**config.mk**
```make
export PLATFORM = sky130hd
export DESIGN_NAME = shifter_seq
export DESIGN_NICKNAME = d
export VERILOG_FILES = /design/src/rtl/shifter_seq.sv
export SDC_FILE = /design/constraint.sdc
export NUM_CORES = 1
export LEC_CHECK = 0
export BUFFER_PORTS_ARGS = -buffer_cell sky130_fd_sc_hd__clkbuf_2
export CAP_MARGIN = 20
export CELL_PAD_IN_SITES_DETAIL_PLACEMENT = 1
export CELL_PAD_IN_SITES_GLOBAL_PLACEMENT = 1
export CORE_ASPECT_RATIO = 2
export CORE_MARGIN = 4
export CORE_UTILIZATION = 40
export CTS_CLUSTER_SIZE = 30
export DETAILED_ROUTE_END_ITERATION = 8
export GPL_TIMING_DRIVEN = 0
export HOLD_SLACK_MARGIN = 0.08
export MAX_ROUTING_LAYER = met4
export PLACE_DENSITY = 0.83
export SLEW_MARGIN = 25
export SYNTH_ARGS = -nofsm -noshare
export SYNTH_HDL_FRONTEND = slang
export SYNTH_SLANG_ARGS = --single-unit
```
**constraint.sdc**
```tcl
create_clock -name CLK -period 4.2 [get_ports CLK]
set_clock_uncertainty 0.15 [all_clocks]
set_input_delay 1.26 -clock CLK [delete_from_list [all_inputs] [get_ports CLK]]
set_output_delay 1.26 -clock CLK [all_outputs]
set_load 0.005 [all_outputs]
```
**src/rtl/shifter_seq.sv**
```systemverilog
// -----------------------------------------------------------------------------
// shifter_seq
//
// Multi-cycle shift/rotate unit between the ALU operand bus and the writeback
// bus. An operand is captured on the request handshake and then shifted by up
// to STEP bits per clock until the full shift amount is consumed. The result
// is held in DONE until the consumer takes it. A new request may be accepted
// in the same cycle the previous result leaves, so back-to-back traffic has
// no bubble.
//
// Parameters
//   WIDTH  datapath width, power of two, >= 16
//   STEP   maximum bits shifted per clock, power of two, 1..WIDTH
//
// Ports
//   CLK        clock, rising edge
//   N_RST      asynchronous active-low reset
//   FLUSH      synchronous abort of the operation in flight
//   IN_VALID   request valid
//   IN_READY   request accepted when IN_VALID && IN_READY
//   IN         operand
//   SHFT       shift amount, unsigned
//   OP         0 SLL, 1 SRL, 2 SRA, 3 ROL, 4 ROR, 5 SEXT8, 6 SEXT16,
//              7 reserved (behaves as SLL)
//   OUT_VALID  result valid
//   OUT_READY  consumer accepts result
//   OUT        result register
// -----------------------------------------------------------------------------
module shifter_seq #(
  parameter int WIDTH = 32,
  parameter int STEP  = 4
) (
  input  logic                     CLK,
  input  logic                     N_RST,
  input  logic                     FLUSH,
  input  logic                     IN_VALID,
  output logic                     IN_READY,
  input  logic [WIDTH-1:0]         IN,
  input  logic [$clog2(WIDTH)-1:0] SHFT,
  input  logic [2:0]               OP,
  output logic                     OUT_VALID,
  input  logic                     OUT_READY,
  output logic [WIDTH-1:0]         OUT
);

  localparam int LW = $clog2(WIDTH);
  // STEP may equal WIDTH, which does not fit in LW bits; keep one spare bit.
  localparam logic [LW:0] STEP_W = (LW+1)'(STEP);

  localparam logic [2:0] OP_SRL    = 3'd1;
  localparam logic [2:0] OP_SRA    = 3'd2;
  localparam logic [2:0] OP_ROL    = 3'd3;
  localparam logic [2:0] OP_ROR    = 3'd4;
  localparam logic [2:0] OP_SEXT8  = 3'd5;
  localparam logic [2:0] OP_SEXT16 = 3'd6;

  typedef enum logic [1:0] {IDLE, SHIFT, DONE} state_t;

  state_t           state_q, state_d;
  logic [WIDTH-1:0] acc_q, acc_d;
  logic [LW-1:0]    rem_q, rem_d;
  logic [LW-1:0]    n_step;
  logic [2:0]       op_q;
  logic             capture;

  // Shift by a compile-time amount k. SEXT8/SEXT16/reserved shift left.
  function automatic logic [WIDTH-1:0] shift_const(input logic [WIDTH-1:0] a,
                                                   input logic [2:0]       op,
                                                   input int               k);
    logic [2*WIDTH-1:0] dbl;
    logic [WIDTH-1:0]   r;
    dbl = {a, a};
    case (op)
      OP_SRL:  r = a >> k;
      OP_SRA:  r = $signed(a) >>> k;
      OP_ROL: begin
        dbl = dbl << k;
        r   = dbl[2*WIDTH-1:WIDTH];
      end
      OP_ROR: begin
        dbl = dbl >> k;
        r   = dbl[WIDTH-1:0];
      end
      default: r = a << k;
    endcase
    return r;
  endfunction

  // One step: a mux over the STEP+1 possible amounts rather than a full
  // barrel shifter, so the shifter logic scales with STEP, not WIDTH.
  function automatic logic [WIDTH-1:0] step_shift(input logic [WIDTH-1:0] a,
                                                  input logic [2:0]       op,
                                                  input logic [LW-1:0]    n);
    logic [WIDTH-1:0] r;
    r = a;
    for (int k = 1; k <= STEP; k++) begin
      if (int'(n) == k) r = shift_const(a, op, k);
    end
    return r;
  endfunction

  // Pre-step operand value loaded on capture.
  function automatic logic [WIDTH-1:0] pre_extend(input logic [WIDTH-1:0] a,
                                                  input logic [2:0]       op);
    logic [WIDTH-1:0] r;
    case (op)
      OP_SEXT8:  r = {{(WIDTH-8){a[7]}}, a[7:0]};
      OP_SEXT16: r = {{(WIDTH-16){a[15]}}, a[15:0]};
      default:   r = a;
    endcase
    return r;
  endfunction

  assign IN_READY  = N_RST && !FLUSH &&
                     ((state_q == IDLE) || ((state_q == DONE) && OUT_READY));
  assign capture   = IN_VALID && IN_READY;
  assign OUT       = acc_q;
  assign OUT_VALID = (state_q == DONE);

  // n = min(STEP, rem)
  always_comb begin
    n_step = rem_q;
    if ({1'b0, rem_q} >= STEP_W) n_step = STEP_W[LW-1:0];
  end

  always_comb begin
    state_d = state_q;
    acc_d   = acc_q;
    rem_d   = rem_q;
    if (FLUSH) begin
      // Abort: acc is left as is, its content no longer matters.
      state_d = IDLE;
    end else if (capture) begin
      acc_d   = pre_extend(IN, OP);
      rem_d   = SHFT;
      state_d = (SHFT == '0) ? DONE : SHIFT;
    end else begin
      case (state_q)
        SHIFT: begin
          acc_d = step_shift(acc_q, op_q, n_step);
          rem_d = rem_q - n_step;
          if (rem_q == n_step) state_d = DONE;
        end
        DONE: begin
          if (OUT_READY) state_d = IDLE;
        end
        default: ;
      endcase
    end
  end

  always_ff @(posedge CLK or negedge N_RST) begin
    if (!N_RST) state_q <= IDLE;
    else        state_q <= state_d;
  end

  always_ff @(posedge CLK or negedge N_RST) begin
    if (!N_RST) begin
      acc_q <= '0;
      rem_q <= '0;
      op_q  <= '0;
    end else begin
      acc_q <= acc_d;
      rem_q <= rem_d;
      if (capture) op_q <= OP;
    end
  end

  // Reserved opcode must not be issued.
  a_no_reserved_op: assert property (@(posedge CLK) disable iff (!N_RST)
    capture |-> (OP != 3'd7));

  // A result waiting for the consumer stays put unless aborted.
  a_out_hold: assert property (@(posedge CLK) disable iff (!N_RST)
    (OUT_VALID && !OUT_READY && !FLUSH) |=> (OUT_VALID && $stable(OUT)));

endmodule
```
==> results.md, run 1 <==
* Run status: finished clean
* Initial core utilization at roughly two fifths
* Number of synthesized register bits at 42
* Height of the chip at approximately 160 microns
* Most instantiated library cell after synthesis: sky130_fd_sc_hd__nand2_1
* Number of flops mapped to enable cells by yosys at 0
* Post-Syn Area at about 0.0044 sq mm
* Final core occ at between 40 and 50%
* Number of port buffers at 76
* List of most frequent post-synthesis cells: sky130_fd_sc_hd__nand2_1 (97), sky130_fd_sc_hd__a21oi_1 (75), sky130_fd_sc_hd__nor2_1 (55)
* Die ar. at 0.0130 sq mm
* Remaining max-slew budget at the tightest pin at between 40% and 50%
* Buffer levels on the longest clock path at 2
* Number of failing setup endpoints in the final timing report at 0
* Area of the multi-input gates at between 0.003 and 0.004 sq mm
* Flip-flop and latch area at about 0.0011 sq mm
* Number of diodes at 0
* Detailed Route Iter0 Violations at 476
* Post-Syn Area per Cell at 7.07 sq um
* Path class of the lowest-slack min-delay path: reg -> reg
* Standby leakage power at 2.13 nW
* Aggregate global routing overflow at 0
* Total I/O pin count at 79
* Standard-cell row count at 54
* Yosys warns at 0
* Routed vias/inst at 6.89
* Max stage delay cell, worst path: sky130_fd_sc_hd__nor3_1
* Number of nets with antenna violations after routing at 0
* Area share of the leading cell type in the synthesized netlist at 23.7%
* Global placer's final weighted congestion at 1.02
* CTS tree: done
* Sinks on Clock Net at 42
* Total number of vias at 5,874
* Register-to-Register Path Depth at 8
* Routed WL at 23.4 mm
* Hold slack at 434 ps
* Core region area at between 0.01 and 0.015 sq mm
* Period utilization at 88.7%
* Kind of critical path: in -> reg
* Die X-Extent at 82.5 microns
* Antenna violations before repair at 0
* Number of iterations in the first detailed-routing pass at 5
* Ratio of total power to cell area at 862 mW/mm^2
* Fraction of registers with async set/reset at 100%
* Worst EP arrival at roughly 3800 ps
* Post-CTS Hold Fix Bufs at 0
* Vias in the first global route at between 6,000 and 7,000
* Number of max-cap violations at 0
* Pin count of the biggest net entering global routing at 46
* Count of placed standard cells including taps at around 840
* Clock latency of the later-clocked register in the worst-skew pair at 300 ps
* Sequential share of the synthesized area at 23.7%
* Fmax achieved at roughly 0.27 GHz
* Final Hold Viols at 0
* Detailed placement HPWL at 17.5 mm
* Clock buffers created by TritonCTS at 5
* Worst Setup Start Kind: primary input
* Total setup buffers inserted after CTS at 0
* Largest cells by area after synthesis: sky130_fd_sc_hd__dfrtp_1 (24%), sky130_fd_sc_hd__a21oi_1 (8.5%), sky130_fd_sc_hd__nand2_1 (8.2%), sky130_fd_sc_hd__o21ai_0 (5.6%), sky130_fd_sc_hd__nor2_1 (4.6%)
* Final Max Tran Viols at 0
* Cts repair resizes at 0
* Drt wl/cell at 27.5 microns
* Wire length of the first global-routing pass at approximately 35 mm
* Data required time of the critical path at 4270 ps
* Count of mapped cells out of synthesis at 628
* Library cell occupying the most area in the post-synthesis netlist: sky130_fd_sc_hd__dfrtp_1
* Net count after synthesis at 675
* Final std cells w/o fill at 852
* Setup TNS at 0 ps
* Root Buffer: sky130_fd_sc_hd__clkbuf_16
* H-tree levels at 2
* Distinct cell type count of the synthesized netlist at 72
* Hold-critical path depth at 2
* Growth of design area from synthesis to finish at 16.4%
* CTS clock-pin slew for the worst setup and hold paths at 70 ps
* Nets at 758
* Count of fill cells added during filler insertion at 1,452
* Worst IR drop on VDD at 0.000320 V
* Layout cell share with drive strength beyond 1 at a little over a fifth
* Worst setup EP type: flip-flop
* Cell Chain, Critical Path: clkbuf_4, a21oi_1, a211o_1, buf_2, nor3_1, nand4_1, o21ai_1
* Unrepaired setup endpoints after global routing: false
* GRT Overall Usage at 37.9%
* Tmin final at around 3700 ps
* Most frequently used flop master after synthesis: sky130_fd_sc_hd__dfrtp_1
* Highest fanout seen on the critical path at 45
* Post-detailed-route DRC marker count at 0
* Maximum cell stage delay along the critical path at 760 ps
* Transition time at the pin with the least slew margin at 891 ps
-- state kept, by name (all words and copies together), names as in the netlist --
signal and flops:
OUT 32, op_q 3, rem_q 5, state_q 2
-- logic make-up after synthesis --
| kind of cell | count (synthesis) | synth area share, % |
|---|---|---|
| xor+xnor | 3 | 0.592 |
| buf+inv | 69 | 8.03 |
| compound gates | 244 | 35.1 |
| mux | 16 | 4.42 |
| simple gates | 250 | 27.5 |
| other cells | 2 | 0.169 |
| flops | 42 | 23.7 |
| fa+ha+maj | 2 | 0.563 |
-- final timing paths --
check / from / to / slack, ps
worst min register to register: OUT[27]$_DFFE_PN0P_ / OUT[27]$_DFFE_PN0P_ / 430
max in group asynchronous: N_RST / OUT[11]$_DFFE_PN0P_ / 2520
min in group asynchronous: N_RST / rem_q[2]$_DFFE_PN0P_ / 890
worst max-delay path: N_RST / OUT[0]$_DFFE_PN0P_ / 470
worst min-delay path: OUT[27]$_DFFE_PN0P_ / OUT[27]$_DFFE_PN0P_ / 430
worst max register to register: rem_q[1]$_DFFE_PN0P_ / OUT[28]$_DFFE_PN0P_ / 1370
-- critical path, delay by kind of cell --
| family | cells | cell delay [ps] |
|---|---|---|
| compound gates | 3 | 730 |
| buf+inv | 2 | 800 |
| simple gates | 2 | 990 |
-- layout make-up --
cell class                      count  share of cell area (%)
Multi-Input combinational cell    517                    58.8
Sequential cell                    42                    20.3
Timing Repair Buffer               76                    7.41
Buffer                             57                    6.03
Tap cell                          140                    3.39
Clock buffer                        8                    3.22
Inverter                           12                   0.871
-- routing by layer --
metal	GRT usage (%)	wire (microns)
met5	-	0
met4	27.1	1870
met3	5.90	1570
met2	62.1	11700
met1	40.3	8270
-- power breakdown --
group / internal, mW / switching (mW)
logic: 1.03 / 2.00
clock network: 0.270 / 0.188
registers: 0.585 / 0.384
-- placed cells by master (no fill, tap or decap), types with 4 or more instances in the layout --
master                      count
sky130_fd_sc_hd__buf_6          5
sky130_fd_sc_hd__o221ai_1       5
sky130_fd_sc_hd__o21ai_0       50
sky130_fd_sc_hd__clkbuf_2      76
sky130_fd_sc_hd__nand2b_1       5
sky130_fd_sc_hd__nor2_1        55
sky130_fd_sc_hd__buf_4          8
sky130_fd_sc_hd__o22ai_1       13
sky130_fd_sc_hd__clkbuf_16      5
sky130_fd_sc_hd__dfrtp_1       42
sky130_fd_sc_hd__a31oi_1       16
sky130_fd_sc_hd__nor3_1        13
sky130_fd_sc_hd__inv_1         12
sky130_fd_sc_hd__a22oi_1       10
sky130_fd_sc_hd__a211oi_1       8
sky130_fd_sc_hd__mux2i_1        5
sky130_fd_sc_hd__o21ai_1       11
sky130_fd_sc_hd__nand2_1       97
sky130_fd_sc_hd__buf_2         23
sky130_fd_sc_hd__nand4_1        4
sky130_fd_sc_hd__clkbuf_1      20
sky130_fd_sc_hd__a21oi_1       75
sky130_fd_sc_hd__nand3_1       38
sky130_fd_sc_hd__nor4_1         8
sky130_fd_sc_hd__a21o_1         7
sky130_fd_sc_hd__o211ai_1       8
sky130_fd_sc_hd__mux2_2         9
-- stage by stage --
stage                     power, mW  cell area, sq um  setup slack, ps
after floorplan                2.73              4440             1050
after global placement         3.84              5000             -231
after detailed placement       3.90              5000              155
after CTS                      4.36              5170              433
after global routing           4.71              5170              263
final                          4.46              5170              473
No activity file was read; power rests on OpenSTA's default activity.
==> inputs of run 2 (changes only) <==
Settings changed: CORE_UTILIZATION 40 to 44, PLACE_DENSITY 0.83 to 0.9.
Clock period 4.2 ns to 4.65 ns, I/O delays scaled along.
==> run 2 against run 1 <==
Count of clock-buffer cells in the layout decreased by 3. Die area decreased by 8.4%. Flip-flop and latch count unchanged. Final cell count decreased by 0.94%. Design area increased by 0.34%. Global-route usage increased by 3.3 points. Via count increased by 1.6%. Worst hold slack improved by 15 ps. Critical path type unchanged. Critical endpoint unchanged.
==> results.md, run 2 (same netlist as run 1, synthesis figures left out) <==
* Internal Pwr Total at 1.77 mW
* Count of placed standard cells including taps at 836
* Standby leakage power at roughly 2.1 nW
* Transition time at the pin with the least slew margin at 1180 ps
* Critical hold path startpoint: OUT[27]$_DFFE_PN0P_
* Number of iterations in the first detailed-routing pass at 5
* GRT Overall Usage at 41.2%
* Standard-cell row count at 51
* Pin count of the biggest net entering global routing at 46
* Initial core utilization at between 40% and 50%
* Register share of total power at 21.2%
* Worst IR drop on VDD at 0.000329 V
* Kind of critical path: in -> reg
* Core region area at 0.00983 sq mm
* Die ar. at 0.0119 sq mm
* Layout cell share with drive strength beyond 1 at 21.5%
* Buffer levels on the longest clock path at 2
* Final Max Tran Viols at 0
* Run status: finished clean
* Aggregate global routing overflow at 0
* Clock power share at 11.8%
* Root Buffer: sky130_fd_sc_hd__clkbuf_16
* Routed vias/inst at 7.07
* Die X-Extent at 79.0 microns
* Total setup buffers inserted after CTS at 0
* Data required time of the critical path at ~4700 ps
* Clock buffers created by TritonCTS at 5
* Leading cell type in the layout, fill and taps excluded: sky130_fd_sc_hd__nand2_1
* Highest fanout seen on the critical path at 45
* Nets at around 760
* Final Hold Viols at 0
* Unrepaired setup endpoints after global routing: false
* Drt wl/cell at roughly 28 microns
* CTS tree: done
* Height of the chip at 150 microns
* Antenna violations before repair at 0
* Count of fill cells added during filler insertion at between 1,000 and 1,500
* Number of diodes at 0
* Number of max-cap violations at 0
* Number of failing setup endpoints in the final timing report at 0
* Crit Reg-Reg Startpoint: state_q[0]$_DFFE_PN0P_
* Total number of vias at 5,970
* Global placer's final weighted congestion at 1.03
* Ratio of total power to cell area at 800 mW/mm^2
* Worst Setup Start Kind: primary input
* Tmin final at 4010 ps
* Post-CTS Hold Fix Bufs at 0
* Worst setup path start: N_RST
* Sw Share at a little under three fifths
* Clock latency of the later-clocked register in the worst-skew pair at 300 ps
* Setup TNS at 0 ps
* Fmax achieved at roughly 0.25 GHz
* Period utilization at 86.3%
* Final std cells w/o fill at 844
* Switch Pwr at 2.38 mW
* Combinational power share at about 67%
* Worst setup EP type: flip-flop
* Number of port buffers at 76
* Detailed Route Iter0 Violations at 537
* H-tree levels at 2
* Total I/O pin count at 79
* Detailed placement HPWL at 17.9 mm
* Wire length of the first global-routing pass at 35.6 mm
* Growth of design area from synthesis to finish at 16.8%
* CTS clock-pin slew for the worst setup and hold paths at approximately 70 ps
* Post-layout power at a little over 4 mW
* Vias in the first global route at 6,248
* Flip-flop count of the largest register after layout at 32
* Remaining max-slew budget at the tightest pin at 20.8%
* Path class of the lowest-slack min-delay path: reg -> reg
* Sinks on Clock Net at 42
* Most frequent cells in the layout: sky130_fd_sc_hd__nand2_1 (97), sky130_fd_sc_hd__clkbuf_2 (76), sky130_fd_sc_hd__a21oi_1 (75)
* Post-detailed-route DRC marker count at 0
* Cts repair resizes at 0
* Routed WL at 24.0 mm
* Worst EP arrival at 4090 ps
* Number of nets with antenna violations after routing at 0
-- run 2: worst paths after layout --
check                                       end  slack (ps)  depth (start not counted)
min                         OUT[27]$_DFFE_PN0P_         450                          2
max reg2reg                  OUT[0]$_DFFE_PN0P_        1820                          7
min reg2reg                 OUT[27]$_DFFE_PN0P_         450                          2
max in group asynchronous   OUT[14]$_DFFE_PN0P_        2850                          1
max                          OUT[0]$_DFFE_PN0P_         640                          7
min in group asynchronous  rem_q[4]$_DFFE_PN0P_        1010                          1
-- run 2: routing by layer --
metal / track usage (%) / up-vias / part of all wire [%]
li1: - / 2495 / -
met1: 42.1 / 2913 / 35
met2: 69.7 / 408 / 50
met3: 6.14 / 154 / 7.2
met4: 31.1 / 0 / 8.3
met5: - / - / 0
-- run 2: area by class of cell --
cell class	count	area, sq um	area share [%]
repair buffers	76	383	7.38
flip-flops and latches	42	1050	20.3
inverters	12	45.0	0.868
well taps	132	165	3.18
plain buffers	57	312	6.01
multi-input cells	517	3040	58.6
clock buffers	5	125	2.41
clock inverters	3	68.8	1.33
-- run 2: through the flow --
step                      util [%]  worst slack, ps  hold slack [ps]  cell area, sq um
after floorplan                  -             1230              365              4440
after global placement        50.7             99.4              418              4990
after detailed placement      50.8              467              421              4990
after CTS                     52.8              623              440              5190
after global routing          52.8              523              474              5190
final                         52.8              639              450              5190
-- run 2: worst max-delay path: stages --
cell and delay [ps]:
sky130_fd_sc_hd__clkbuf_4 580, sky130_fd_sc_hd__a21oi_1 220, sky130_fd_sc_hd__a211o_1 340, sky130_fd_sc_hd__buf_2 230, sky130_fd_sc_hd__nor3_1 970, sky130_fd_sc_hd__nand4_1 170
sky130_fd_sc_hd__o21ai_1 170
-- run 2: power groups by stage --
| stage | Sequential (mW) | Clock, mW | Combinational, mW |
|---|---|---|---|
| global route | 0.886 | 0.494 | 2.93 |
| global placement | 0.858 | 0 | 2.59 |
| floorplan | 0.742 | 0 | 1.72 |
| finish | 0.881 | 0.488 | 2.78 |
| detailed placement | 0.863 | 0 | 2.68 |
| CTS | 0.856 | 0.482 | 2.69 |
